$ cat src/rtl/risc_pkg.sv
// -----------------------------------------------------------------------------
// risc_pkg
//
// Shared definitions for the 16-bit RISC core front end:
//   - instruction opcode constants and field bit positions
//   - fetch/decode FSM state encoding
//   - ALU opcode type (also used by the ALU)
//   - decoded-control record produced by risc_instr_decoder
//   - immediate extension helper
// -----------------------------------------------------------------------------
package risc_pkg;

  // Instruction field bit positions: [15:12] opcode, [11:8] rd,
  // [7:4] rs1, [3:0] rs2/imm4.
  localparam int OPC_HI = 15;
  localparam int OPC_LO = 12;
  localparam int RD_HI  = 11;
  localparam int RD_LO  = 8;
  localparam int RS1_HI = 7;
  localparam int RS1_LO = 4;
  localparam int RS2_HI = 3;
  localparam int RS2_LO = 0;

  // Opcode constants. 0xB..0xE are NOPs and have no named constant; they
  // fall through to the decoder default.
  localparam logic [3:0] OP_ADD  = 4'h0;
  localparam logic [3:0] OP_SUB  = 4'h1;
  localparam logic [3:0] OP_AND  = 4'h2;
  localparam logic [3:0] OP_OR   = 4'h3;
  localparam logic [3:0] OP_XOR  = 4'h4;
  localparam logic [3:0] OP_SHL  = 4'h5;
  localparam logic [3:0] OP_SHR  = 4'h6;
  localparam logic [3:0] OP_ADDI = 4'h7;
  localparam logic [3:0] OP_LDI  = 4'h8;
  localparam logic [3:0] OP_BEQ  = 4'h9;
  localparam logic [3:0] OP_JMP  = 4'hA;
  localparam logic [3:0] OP_HALT = 4'hF;

  // Fetch/decode controller states.
  typedef enum logic [2:0] {
    S_IDLE      = 3'd0,
    S_FETCH     = 3'd1,
    S_DECODE    = 3'd2,
    S_EXECUTE   = 3'd3,
    S_WRITEBACK = 3'd4,
    S_HALT      = 3'd5
  } state_e;

  // ALU operation codes. The register-register ops keep the same numbering
  // as their instruction opcodes; PASSB forwards operand B (used by LDI).
  typedef enum logic [3:0] {
    ALU_ADD   = 4'd0,
    ALU_SUB   = 4'd1,
    ALU_AND   = 4'd2,
    ALU_OR    = 4'd3,
    ALU_XOR   = 4'd4,
    ALU_SHL   = 4'd5,
    ALU_SHR   = 4'd6,
    ALU_PASSB = 4'd7
  } alu_op_e;

  // Which instruction bits form the immediate.
  typedef enum logic [1:0] {
    IMM_NONE  = 2'd0,
    IMM_ZEXT4 = 2'd1,
    IMM_ZEXT8 = 2'd2
  } imm_sel_e;

  // Control record for one instruction.
  typedef struct packed {
    logic     writes_rd;
    logic     use_imm;
    imm_sel_e imm_sel;
    logic     is_branch;
    logic     is_jump;
    logic     is_halt;
    alu_op_e  alu_op;
  } dec_t;

  // Build the 16-bit immediate for the selected encoding.
  function automatic logic [15:0] extend_imm(input imm_sel_e sel,
                                             input logic [15:0] instr);
    logic [15:0] value;
    value = '0;
    case (sel)
      IMM_ZEXT4: value = {12'h000, instr[RS2_HI:RS2_LO]};
      IMM_ZEXT8: value = {8'h00, instr[RS1_HI:RS2_LO]};
      default:   value = '0;
    endcase
    return value;
  endfunction

endpackage

$ cat src/rtl/risc_instr_decoder.sv
// -----------------------------------------------------------------------------
// risc_instr_decoder
//
// Purely combinational opcode decoder.
//   opcode  in   4          instruction bits [15:12]
//   dec     out  dec_t      {writes_rd, use_imm, imm_sel, is_branch,
//                            is_jump, is_halt, alu_op}
// Anything not listed (0xB..0xE) decodes as a NOP: every flag clear.
// -----------------------------------------------------------------------------
module risc_instr_decoder
  import risc_pkg::*;
(
  input  logic [3:0] opcode,
  output dec_t       dec
);

  always_comb begin
    // NOTE: every field gets a default before the case so that no opcode
    // path leaves a field unassigned, which would infer a latch.
    dec           = '0;
    dec.imm_sel   = IMM_NONE;
    dec.alu_op    = ALU_ADD;

    case (opcode)
      OP_ADD: begin
        dec.writes_rd = 1'b1;
        dec.alu_op    = ALU_ADD;
      end
      OP_SUB: begin
        dec.writes_rd = 1'b1;
        dec.alu_op    = ALU_SUB;
      end
      OP_AND: begin
        dec.writes_rd = 1'b1;
        dec.alu_op    = ALU_AND;
      end
      OP_OR: begin
        dec.writes_rd = 1'b1;
        dec.alu_op    = ALU_OR;
      end
      OP_XOR: begin
        dec.writes_rd = 1'b1;
        dec.alu_op    = ALU_XOR;
      end
      OP_SHL: begin
        dec.writes_rd = 1'b1;
        dec.alu_op    = ALU_SHL;
      end
      OP_SHR: begin
        dec.writes_rd = 1'b1;
        dec.alu_op    = ALU_SHR;
      end
      OP_ADDI: begin
        dec.writes_rd = 1'b1;
        dec.use_imm   = 1'b1;
        dec.imm_sel   = IMM_ZEXT4;
        dec.alu_op    = ALU_ADD;
      end
      OP_LDI: begin
        // The ALU forwards the 8-bit immediate unchanged.
        dec.writes_rd = 1'b1;
        dec.use_imm   = 1'b1;
        dec.imm_sel   = IMM_ZEXT8;
        dec.alu_op    = ALU_PASSB;
      end
      OP_BEQ: begin
        // Equality is tested by subtracting and looking at alu_zero.
        dec.is_branch = 1'b1;
        dec.alu_op    = ALU_SUB;
      end
      OP_JMP:  dec.is_jump = 1'b1;
      OP_HALT: dec.is_halt = 1'b1;
      default: ;
    endcase
  end

endmodule

$ cat src/rtl/risc_fetch_decode.sv
// -----------------------------------------------------------------------------
// risc_fetch_decode
//
// Multi-cycle fetch/decode controller for the 16-bit RISC core. Holds the
// PC, fetches instructions over a req/ack port, decodes them and drives the
// register file and ALU controls; resolves BEQ, JMP and HALT.
//
// Parameters
//   PC_W         program-counter / instruction-address width (5..16)
// Ports
//   clk          in   1     rising-edge clock
//   reset        in   1     asynchronous, active-high
//   run          in   1     leave IDLE and start fetching at PC 0
//   imem_req     out  1     high throughout FETCH
//   imem_addr    out  PC_W  fetch address (= pc)
//   imem_ack     in   1     instruction valid; honoured only in FETCH
//   imem_rdata   in   16    instruction word
//   alu_zero     in   1     ALU result == 0, sampled at end of EXECUTE
//   rf_r1/rf_r2  out  4     register-file read addresses (rs1, rs2)
//   rf_w1        out  4     register-file write address (rd)
//   rf_wen       out  1     register-file write enable (WRITEBACK only)
//   alu_op       out  4     ALU operation (alu_op_e)
//   alu_use_imm  out  1     ALU operand B is imm
//   imm          out  16    extended immediate
//   pc           out  PC_W  current PC
//   halted       out  1     HALT executed
//
// Per-instruction cycle counts with a zero-wait fetch:
//   ALU/ADDI/LDI  FETCH DECODE EXECUTE WRITEBACK   (4)
//   BEQ           FETCH DECODE EXECUTE             (3)
//   JMP/NOP       FETCH DECODE                     (2)
// -----------------------------------------------------------------------------
module risc_fetch_decode
  import risc_pkg::*;
#(
  parameter int PC_W = 8
) (
  input  logic            clk,
  input  logic            reset,
  input  logic            run,
  output logic            imem_req,
  output logic [PC_W-1:0] imem_addr,
  input  logic            imem_ack,
  input  logic [15:0]     imem_rdata,
  input  logic            alu_zero,
  output logic [3:0]      rf_r1,
  output logic [3:0]      rf_r2,
  output logic [3:0]      rf_w1,
  output logic            rf_wen,
  output logic [3:0]      alu_op,
  output logic            alu_use_imm,
  output logic [15:0]     imm,
  output logic [PC_W-1:0] pc,
  output logic            halted
);

  state_e          state;
  state_e          state_next;
  logic [PC_W-1:0] pc_q;
  logic [PC_W-1:0] pc_next;
  logic [15:0]     ir;          // instruction latched at the end of FETCH
  dec_t            dec;

  // ---------------------------------------------------------------------------
  // Decode of the latched instruction
  // ---------------------------------------------------------------------------
  risc_instr_decoder u_decoder (
    .opcode (ir[OPC_HI:OPC_LO]),
    .dec    (dec)
  );

  // ---------------------------------------------------------------------------
  // PC arithmetic; all sums wrap modulo 2^PC_W by truncation.
  // ---------------------------------------------------------------------------
  logic [PC_W-1:0] pc_inc;
  logic [PC_W-1:0] br_off;
  logic [PC_W-1:0] br_target;
  logic [PC_W-1:0] jmp_target;

  assign pc_inc     = pc_q + PC_W'(1);
  // The sized cast of a signed 4-bit value sign-extends the offset.
  assign br_off     = PC_W'($signed(ir[RD_HI:RD_LO]));
  assign br_target  = pc_inc + br_off;
  assign jmp_target = ir[PC_W-1:0];

  // ---------------------------------------------------------------------------
  // Next-state and next-PC logic
  // ---------------------------------------------------------------------------
  always_comb begin
    state_next = state;
    pc_next    = pc_q;

    case (state)
      S_IDLE: begin
        if (run) state_next = S_FETCH;
      end

      S_FETCH: begin
        if (imem_ack) state_next = S_DECODE;
      end

      S_DECODE: begin
        if (dec.is_halt) begin
          state_next = S_HALT;
        end else if (dec.is_jump) begin
          pc_next    = jmp_target;
          state_next = S_FETCH;
        end else if (dec.writes_rd || dec.is_branch) begin
          state_next = S_EXECUTE;
        end else begin
          // NOP
          pc_next    = pc_inc;
          state_next = S_FETCH;
        end
      end

      S_EXECUTE: begin
        if (dec.is_branch) begin
          pc_next    = alu_zero ? br_target : pc_inc;
          state_next = S_FETCH;
        end else begin
          state_next = S_WRITEBACK;
        end
      end

      S_WRITEBACK: begin
        pc_next    = pc_inc;
        state_next = S_FETCH;
      end

      S_HALT: state_next = S_HALT;   // only reset leaves HALT

      default: state_next = S_IDLE;
    endcase
  end

  // ---------------------------------------------------------------------------
  // State, PC, instruction and decoded-output registers
  // ---------------------------------------------------------------------------
  always_ff @(posedge clk or posedge reset) begin
    if (reset) begin
      state       <= S_IDLE;
      pc_q        <= '0;
      ir          <= '0;
      rf_r1       <= '0;
      rf_r2       <= '0;
      rf_w1       <= '0;
      alu_op      <= '0;
      alu_use_imm <= 1'b0;
      imm         <= '0;
    end else begin
      // NOTE: non-blocking assignments so every register here samples the
      // pre-edge values of the others, independent of statement order.
      state <= state_next;
      pc_q  <= pc_next;

      if (state == S_FETCH && imem_ack) begin
        ir <= imem_rdata;
      end

      // Register-file and ALU controls change only on leaving DECODE and
      // hold until the next one. For BEQ, rf_w1 carries the offset field;
      // that is harmless because BEQ never reaches WRITEBACK.
      if (state == S_DECODE) begin
        rf_r1       <= ir[RS1_HI:RS1_LO];
        rf_r2       <= ir[RS2_HI:RS2_LO];
        rf_w1       <= ir[RD_HI:RD_LO];
        alu_op      <= dec.alu_op;
        alu_use_imm <= dec.use_imm;
        imm         <= extend_imm(dec.imm_sel, ir);
      end
    end
  end

  // ---------------------------------------------------------------------------
  // State-decoded outputs. Driving these straight from the asynchronously
  // reset state register makes rf_wen drop the instant reset asserts.
  // ---------------------------------------------------------------------------
  assign imem_req  = (state == S_FETCH);
  assign rf_wen    = (state == S_WRITEBACK);
  assign halted    = (state == S_HALT);
  assign imem_addr = pc_q;   // pc only moves outside FETCH, so this is stable
  assign pc        = pc_q;

endmodule

$ cat config.mk
export PLATFORM = sky130hd
export DESIGN_NAME = risc_fetch_decode
export DESIGN_NICKNAME = d
export VERILOG_FILES = /design/src/rtl/risc_pkg.sv /design/src/rtl/risc_instr_decoder.sv /design/src/rtl/risc_fetch_decode.sv
export SDC_FILE = /design/constraint.sdc
export NUM_CORES = 1
export LEC_CHECK = 0
export ABC_AREA = 0
export CAP_MARGIN = 20
export CORE_ASPECT_RATIO = 1.2
export CORE_MARGIN = 2
export CORE_UTILIZATION = 50
export DETAILED_ROUTE_END_ITERATION = 10
export GPL_TIMING_DRIVEN = 1
export HOLD_SLACK_MARGIN = 0.03
export PLACE_DENSITY = 0.77
export RECOVER_POWER = 25
export SETUP_SLACK_MARGIN = 0.2
export SYNTH_ARGS = -nofsm -noshare
export SYNTH_HDL_FRONTEND = slang
export SYNTH_SLANG_ARGS = --single-unit
export TNS_END_PERCENT = 50
$ cat constraint.sdc
create_clock -name clk -period 3 [get_ports clk]
set_clock_uncertainty 0.15 [all_clocks]
set_input_delay 0.6 -clock clk [delete_from_list [all_inputs] [get_ports clk]]
set_output_delay 0.6 -clock clk [all_outputs]
set_load 0.01 [all_outputs]
==> reports/metrics.cfg, run 1 <==
[logic_synthesis]
ys_async_sr_fraction_pct = 100
synth_cell_types = 59
synth_most_common_cell = nand2_1
synth_cells = 312
synth_ff_type = dfrtp_1
yosys-top-cells-count = 62 x nand2_1, 51 x dfrtp_1, 18 x buf_4, 18 x o21ai_0, 17 x nor2_1
synthTopCellsByArea = dfrtp_1 43%, nand2_1 7.9%, mux2_2 5.4%
avgSynthCellArea_um2 = 9.44
ys_seq_area_share_pct = 43.3
synth_top_area_share_pct = 43.3
syn_area_um2 = 2950
ys_seq_elements = 51
synth-edff-count = 0
synth_top_area_cell = dfrtp_1
synth_warnings = 0

[power_and_ir_drop]
finalPower_uw = 4060
p_sw_share_pct = 41.7
intPower_uw = 2370
p_comb_share_pct = 56.4
p_leak_uw = 0.00164
p_clk_share_pct = 10.3
powerDensity_nw_per_um2 = 1110
vdd.ir_drop.worst_mv = 0.470
power_switching_uw = 1690
p_seq_share_pct = 33.3

[floorplan]
num_io_pins = 73
row_count = 30
core_um2 = 5670
fp.dieH_um = 88.1
dieArea_um2 = 6530
die_w_um = 74.1
start_util_pct = 52.0

[cells_and_area]
design_area_um2 = 3670
num-fill-cells = 479
fin_nets = 397
antenna_cells = 0
areaGrowthSynthToFinish_pct = 24.7
drive_above_1_share_pct = 12.9

[routing]
drt_iter0_drc = 105
top_layer = met4
drt_wl_total_um = 6580
ant_nets = 0
drc = 0
vias_per_cell = 5.37
dr.pass1.iters = 4
met3WireLength_um = 253
dr_wl_met2_um = 3280
wl_per_cell_um = 14.8
num_vias = 2386
wl_met1_um = 2930

[critical_path]
crit_top_cell = nand2_1
crit_fanout = 8
arrival_ns = 2.82
critPathMaxStageDelay_ns = 0.45
worstPathCellList = and4_1 > nand2_1 > xnor2_2 > ha_1 > o21ai_0 > nand2_1 > a31oi_1 > mux2i_1 > mux2_4 > a31oi_4
start_kind = flip-flop
required_ns = 3.09
endpoint_kind = flip-flop
path_class = reg2reg
crit_buf_inv = 0
slowest_stage = dfrtp_2
worst_path_dominant_cell_family = multiplexers

[clock_tree]
cts_buffer_depth = 2
cts_tree = done
clock-root-buffer = clkbuf_8
cts_hold_buffers = 0
clk_pin_slew_worst_paths_ns = 0.10
clkSinkCount = 51
h-tree-depth = 2
clock_latency_ns = 0.31
cts_buffers = 5

[hold_path]
min_path_type = reg2reg

[place]
io_buffers = 63
place_area_um2 = 3550
gp_congestion = 0.893
dp_hpwl_um = 4910
place_ws_ns = 0.175

[sta]
fin_setup_tns_ns = 0
setup_viol_count_final = 0
period_share_pct = 90.9
fmaxAchievable_mhz = 367
finalCriticalPeriod_ns = 2.73
timing.final.ws_setup_ns = 0.273
tightest_slew_ns = 1.09
timing_hold_violations_final = 0
max-slew-margin-rel_pct = 27.3
rsz0062_at_grt = yes
slew_viol_final = 0

[grt]
grt_start_max_net_pins = 29
grt_pass1_wl_um = 10900
grt-ovfl-total = 0
grt_util_all_layers_pct = 21.7
first_global_vias = 2291
antenna_found_initial = 0

[flow_run]
cap_violations = 0

[outcome]
status = complete, no violations

[power groups by stage]
stage	logic (uW)	registers [uW]	clock network (uW)
5_1_grt	2520	1410	457
4_1_cts	2250	1350	432
3_5_place_dp	2230	1360	0
2_1_floorplan	1600	1270	0
3_3_place_gp	2190	1350	0
6_report	2290	1350	418
[stage by stage]
step | util (%) | instances | hold WS, ns
detailed placement | 62.6 | 434 | 0.305
global placement | 62.6 | 434 | 0.307
floorplan | - | 320 | 0.311
finish | 64.8 | 444 | 0.326
global route | 64.8 | 444 | 0.353
CTS | 64.2 | 441 | 0.327
[cell usage in the layout (no fill, tap or decap), drive strengths merged, types with 8 or more instances in the layout]
cell type,instances
a21oi,10
clkdlybuf4s50,62
conb,9
dfrtp,51
ha,11
inv,13
mux2,15
nand2,62
nand3,8
nor2,17
o21ai,19
[worst register-to-register path: cells and delay by family, from the launching register on]
kind | cells | cell delay [ns]
AO/OA/AOI/OAI | 3 | 0.49
AND/OR/NAND/NOR | 3 | 0.46
adder cells (fa/ha/maj) | 1 | 0.30
multiplexers | 2 | 0.59
flip-flops | 1 | 0.45
XOR/XNOR | 1 | 0.22
[registers in the layout, indices dropped and copies added (netlist names)]
| signal | cells |
|---|---|
| state | 3 |
| imem_addr | 8 |
| imm | 8 |
| rf_w1 | 4 |
| alu_use_imm | 1 |
| rf_r2 | 4 |
| rf_r1 | 4 |
| ir | 16 |
| alu_op | 3 |
[metal layers]
layer  track usage [%]  vias to the layer above
met2              36.7                       74
met3              3.11                       11
met4              7.77                        0
li1                  -                     1159
met5                 0                        -
met1              28.3                     1142
[cells by family after synthesis]
logic type / count (synthesis) / synth area share [%]
flops: 51 / 43.3
fa+ha+maj: 12 / 5.35
mux: 16 / 6.20
simple gates: 114 / 18.6
xor+xnor: 8 / 2.38
compound gates: 66 / 15.8
other cells: 1 / 0.127
buf+inv: 44 / 8.32
[repair_timing]
action	in CTS	in global routing
endpoints found under the setup margin	1	2
resized for setup	2	7
buffers inserted	0	3
[cell type report]
type	instances	area, um^2	area share, %
clock inverters	1	8.76	0.238
repair buffers	69	673	18.3
inverters	12	45.0	1.23
multi-input cells	225	1480	40.4
clock buffers	6	82.6	2.25
well taps	80	100	2.72
flip-flops and latches	51	1280	34.9
[worst paths after layout]
path,startpoint,to,slack (ns),cells after the start
worst max-delay path,imem_addr[2],imem_addr[7],0.27,10
max in group asynchronous,reset,state[2],0.63,3
worst min-delay path,imm[5],imm[5],0.33,2
worst min register to register,imm[5],imm[5],0.33,2
min in group asynchronous,reset,imm[5],0.85,2
worst max register to register,imem_addr[2],imem_addr[7],0.27,10
No activity file was read; power rests on OpenSTA's default activity.
==> run 2: changes to the inputs <==
--- a/config.mk
+++ b/config.mk
@@ -7,15 +7,14 @@
 export LEC_CHECK = 0
 export ABC_AREA = 0
 export CAP_MARGIN = 20
-export CORE_ASPECT_RATIO = 1.2
-export CORE_MARGIN = 2
+export CORE_ASPECT_RATIO = 0.75
 export CORE_UTILIZATION = 50
 export DETAILED_ROUTE_END_ITERATION = 10
 export GPL_TIMING_DRIVEN = 1
 export HOLD_SLACK_MARGIN = 0.03
 export PLACE_DENSITY = 0.77
 export RECOVER_POWER = 25
-export SETUP_SLACK_MARGIN = 0.2
+export SETUP_SLACK_MARGIN = 0.05
 export SYNTH_ARGS = -nofsm -noshare
 export SYNTH_HDL_FRONTEND = slang
 export SYNTH_SLANG_ARGS = --single-unit
==> run 2 against run 1 <==
First-iteration DRC count is 79% higher. Critical path depth is 1 lower. Sequential cell count stayed put. Sequential share of layout area is 0.41 points higher. Final cell count is 1.6% lower. Fmax is 4.9% lower. Sequential power hardly changed. Worst setup slack worse by 0.14 ns. Critical endpoint unchanged. Highest routed layer unchanged. Global-route usage is 0.66 points higher.
==> reports/metrics.cfg, run 2 (synthesis gave the netlist of run 1 again) <==
[cells_and_area]
antenna_cells = 0  ; unchanged
regMostFlops = ir
num-fill-cells = 458  ; -4.4%
areaGrowthSynthToFinish_pct = 23.1
final_util_pct = 66.0  ; +1.2 points
design_area_um2 = 3630  ; -1.3%
fin_nets = 394  ; -0.76%
drive_above_1_share_pct = 11.0  ; -1.9 points
largest_reg_flops = 16  ; unchanged
most-common-layout-cells = 62 x nand2_1, 62 x clkdlybuf4s50_1, 48 x dfrtp_1

[floorplan]
fp.dieH_um = 68.5  ; -22%
dieArea_um2 = 6210  ; -4.9%
num_io_pins = 73  ; unchanged
die_w_um = 90.6  ; +22%
core_um2 = 5500  ; -3.0%
start_util_pct = 53.6  ; +1.6 points
row_count = 23  ; -23%

[clock_tree]
clk_pin_slew_worst_paths_ns = 0.10  ; about the same
clock-root-buffer = clkbuf_8
cts_buffers = 5  ; unchanged
cts_tree = done
h-tree-depth = 2  ; unchanged
cts_buffer_depth = 2  ; unchanged
clock_latency_ns = 0.32  ; about the same
clkSinkCount = 51  ; unchanged
cts_hold_buffers = 0  ; unchanged

[routing]
wl_per_cell_um = 15.1  ; +2.1%
dr.pass1.iters = 5  ; +1
vias_per_cell = 5.50  ; +2.4%
drt_wl_total_um = 6610  ; +0.53%
drc = 0  ; unchanged
drt_iter0_drc = 188  ; +79%
ant_nets = 0  ; unchanged
num_vias = 2404  ; +0.75%

[critical_path]
critPathMaxStageDelay_ns = 0.47  ; +0.02 ns
path_class = reg2reg
arrival_ns = 2.96  ; +0.14 ns
endpoint_kind = flip-flop
slowest_stage = dfrtp_2
required_ns = 3.09  ; about the same
crit_fanout = 8  ; unchanged
start_kind = flip-flop
worstPathCellList = ha_1 > xor2_1 > ha_1 > o21ai_1 > o21ai_1 > a31oi_1 > mux2i_1 > mux2_4 > a31oi_4

[hold_path]
min_path_type = reg2reg

[sta]
slew_viol_final = 0  ; unchanged
period_share_pct = 95.5  ; +4.7 points
max-slew-margin-rel_pct = 30.3  ; +3.0 points
timing_hold_violations_final = 0  ; unchanged
fin_setup_tns_ns = 0  ; unchanged
rsz0062_at_grt = no
finalCriticalPeriod_ns = 2.87  ; +0.140 ns
hold-worst-slack_ns = 0.327  ; +0.00132 ns
tightest_slew_ns = 1.05  ; -0.0440 ns
setup_viol_count_final = 0  ; unchanged
fmaxAchievable_mhz = 349  ; -4.9%

[power_and_ir_drop]
vdd.ir_drop.worst_mv = 0.525  ; +12%
finalPower_uw = 4050  ; -0.34%
powerDensity_nw_per_um2 = 1120  ; +0.93%
p_leak_uw = 0.00162  ; -1.3%

[place]
gp_congestion = 0.848  ; -5.1%
dp_hpwl_um = 4840  ; -1.4%
io_buffers = 63  ; unchanged
place_area_um2 = 3540  ; -0.18%

[flow_run]
cap_violations = 0  ; unchanged

[grt]
grt-ovfl-total = 0  ; unchanged
antenna_found_initial = 0  ; unchanged
first_global_vias = 2148  ; -6.2%
grt_pass1_wl_um = 10500  ; -3.0%
grt_util_all_layers_pct = 22.4  ; +0.66 points
grt_start_max_net_pins = 45  ; +55%

[outcome]
status = complete, no violations

==> run 2: cell count changes in the layout (fill, tap and decap cells not counted), sizes merged <==
cell,delta
buf,-3
clkinv,+2
clkbuf,-1
==> run 2: area by class of cell <==
type,count,area [um^2],share of cell area (%)
inverter,12,45.0,1.24
clock buffer,5,68.8,1.90
sequential,51,1280,35.3
tap,75,93.8,2.59
timing repair buffer,66,651,17.9
multi-input combinational,225,1460,40.3
clock inverter,3,28.8,0.793
==> run 2: metrics by stage <==
step	worst slack [ns]	std cells
floorplan	0.329	320
global placement	0.224	429
detailed placement	0.0689	429
CTS	0.131	437
global route	0.0517	437
finish	0.134	437
==> run 2: path summary, 6_finish.rpt <==
path,from,end,slack (ns),cells past startpoint
setup / recovery,imem_addr[0],imem_addr[7],0.13,9
setup reg to reg,imem_addr[0],imem_addr[7],0.13,9
hold / removal,imm[7],imm[7],0.33,2
min in group asynchronous,reset,imem_addr[5],0.53,2
hold reg to reg,imm[7],imm[7],0.33,2
max in group asynchronous,reset,imem_addr[0],0.80,3
==> run 2: layer usage <==
layer	up-vias	wire (um)	track usage [%]
met5	-	0	0
met4	0	80	8.87
met3	8	466	5.56
met2	97	2940	35.1
met1	1143	3120	30.2
li1	1156	-	-
==> run 2: where the power goes <==
| group | internal [uW] | switching (uW) | total (uW) | leakage, uW |
|---|---|---|---|---|
| Sequential | 979 | 369 | 1350 | 0.000620 |
| Combinational | 1170 | 1110 | 2270 | 0.000946 |
| Clock | 173 | 250 | 423 | 0.0000502 |
| Total | 2320 | 1730 | 4050 | 0.00162 |
==> run 2: critical path, delay by kind of cell, from the launching register on <==
family          cells  cell delay (ns)
fa+ha+maj           2             0.60
mux                 2             0.61
flops               1             0.47
compound gates      4             0.79
xor+xnor            1             0.18
==> run 2: repair_timing <==
item,CTS,global route
endpoints found under the setup margin,1,1
resized for setup,1,3
buffers inserted,0,0
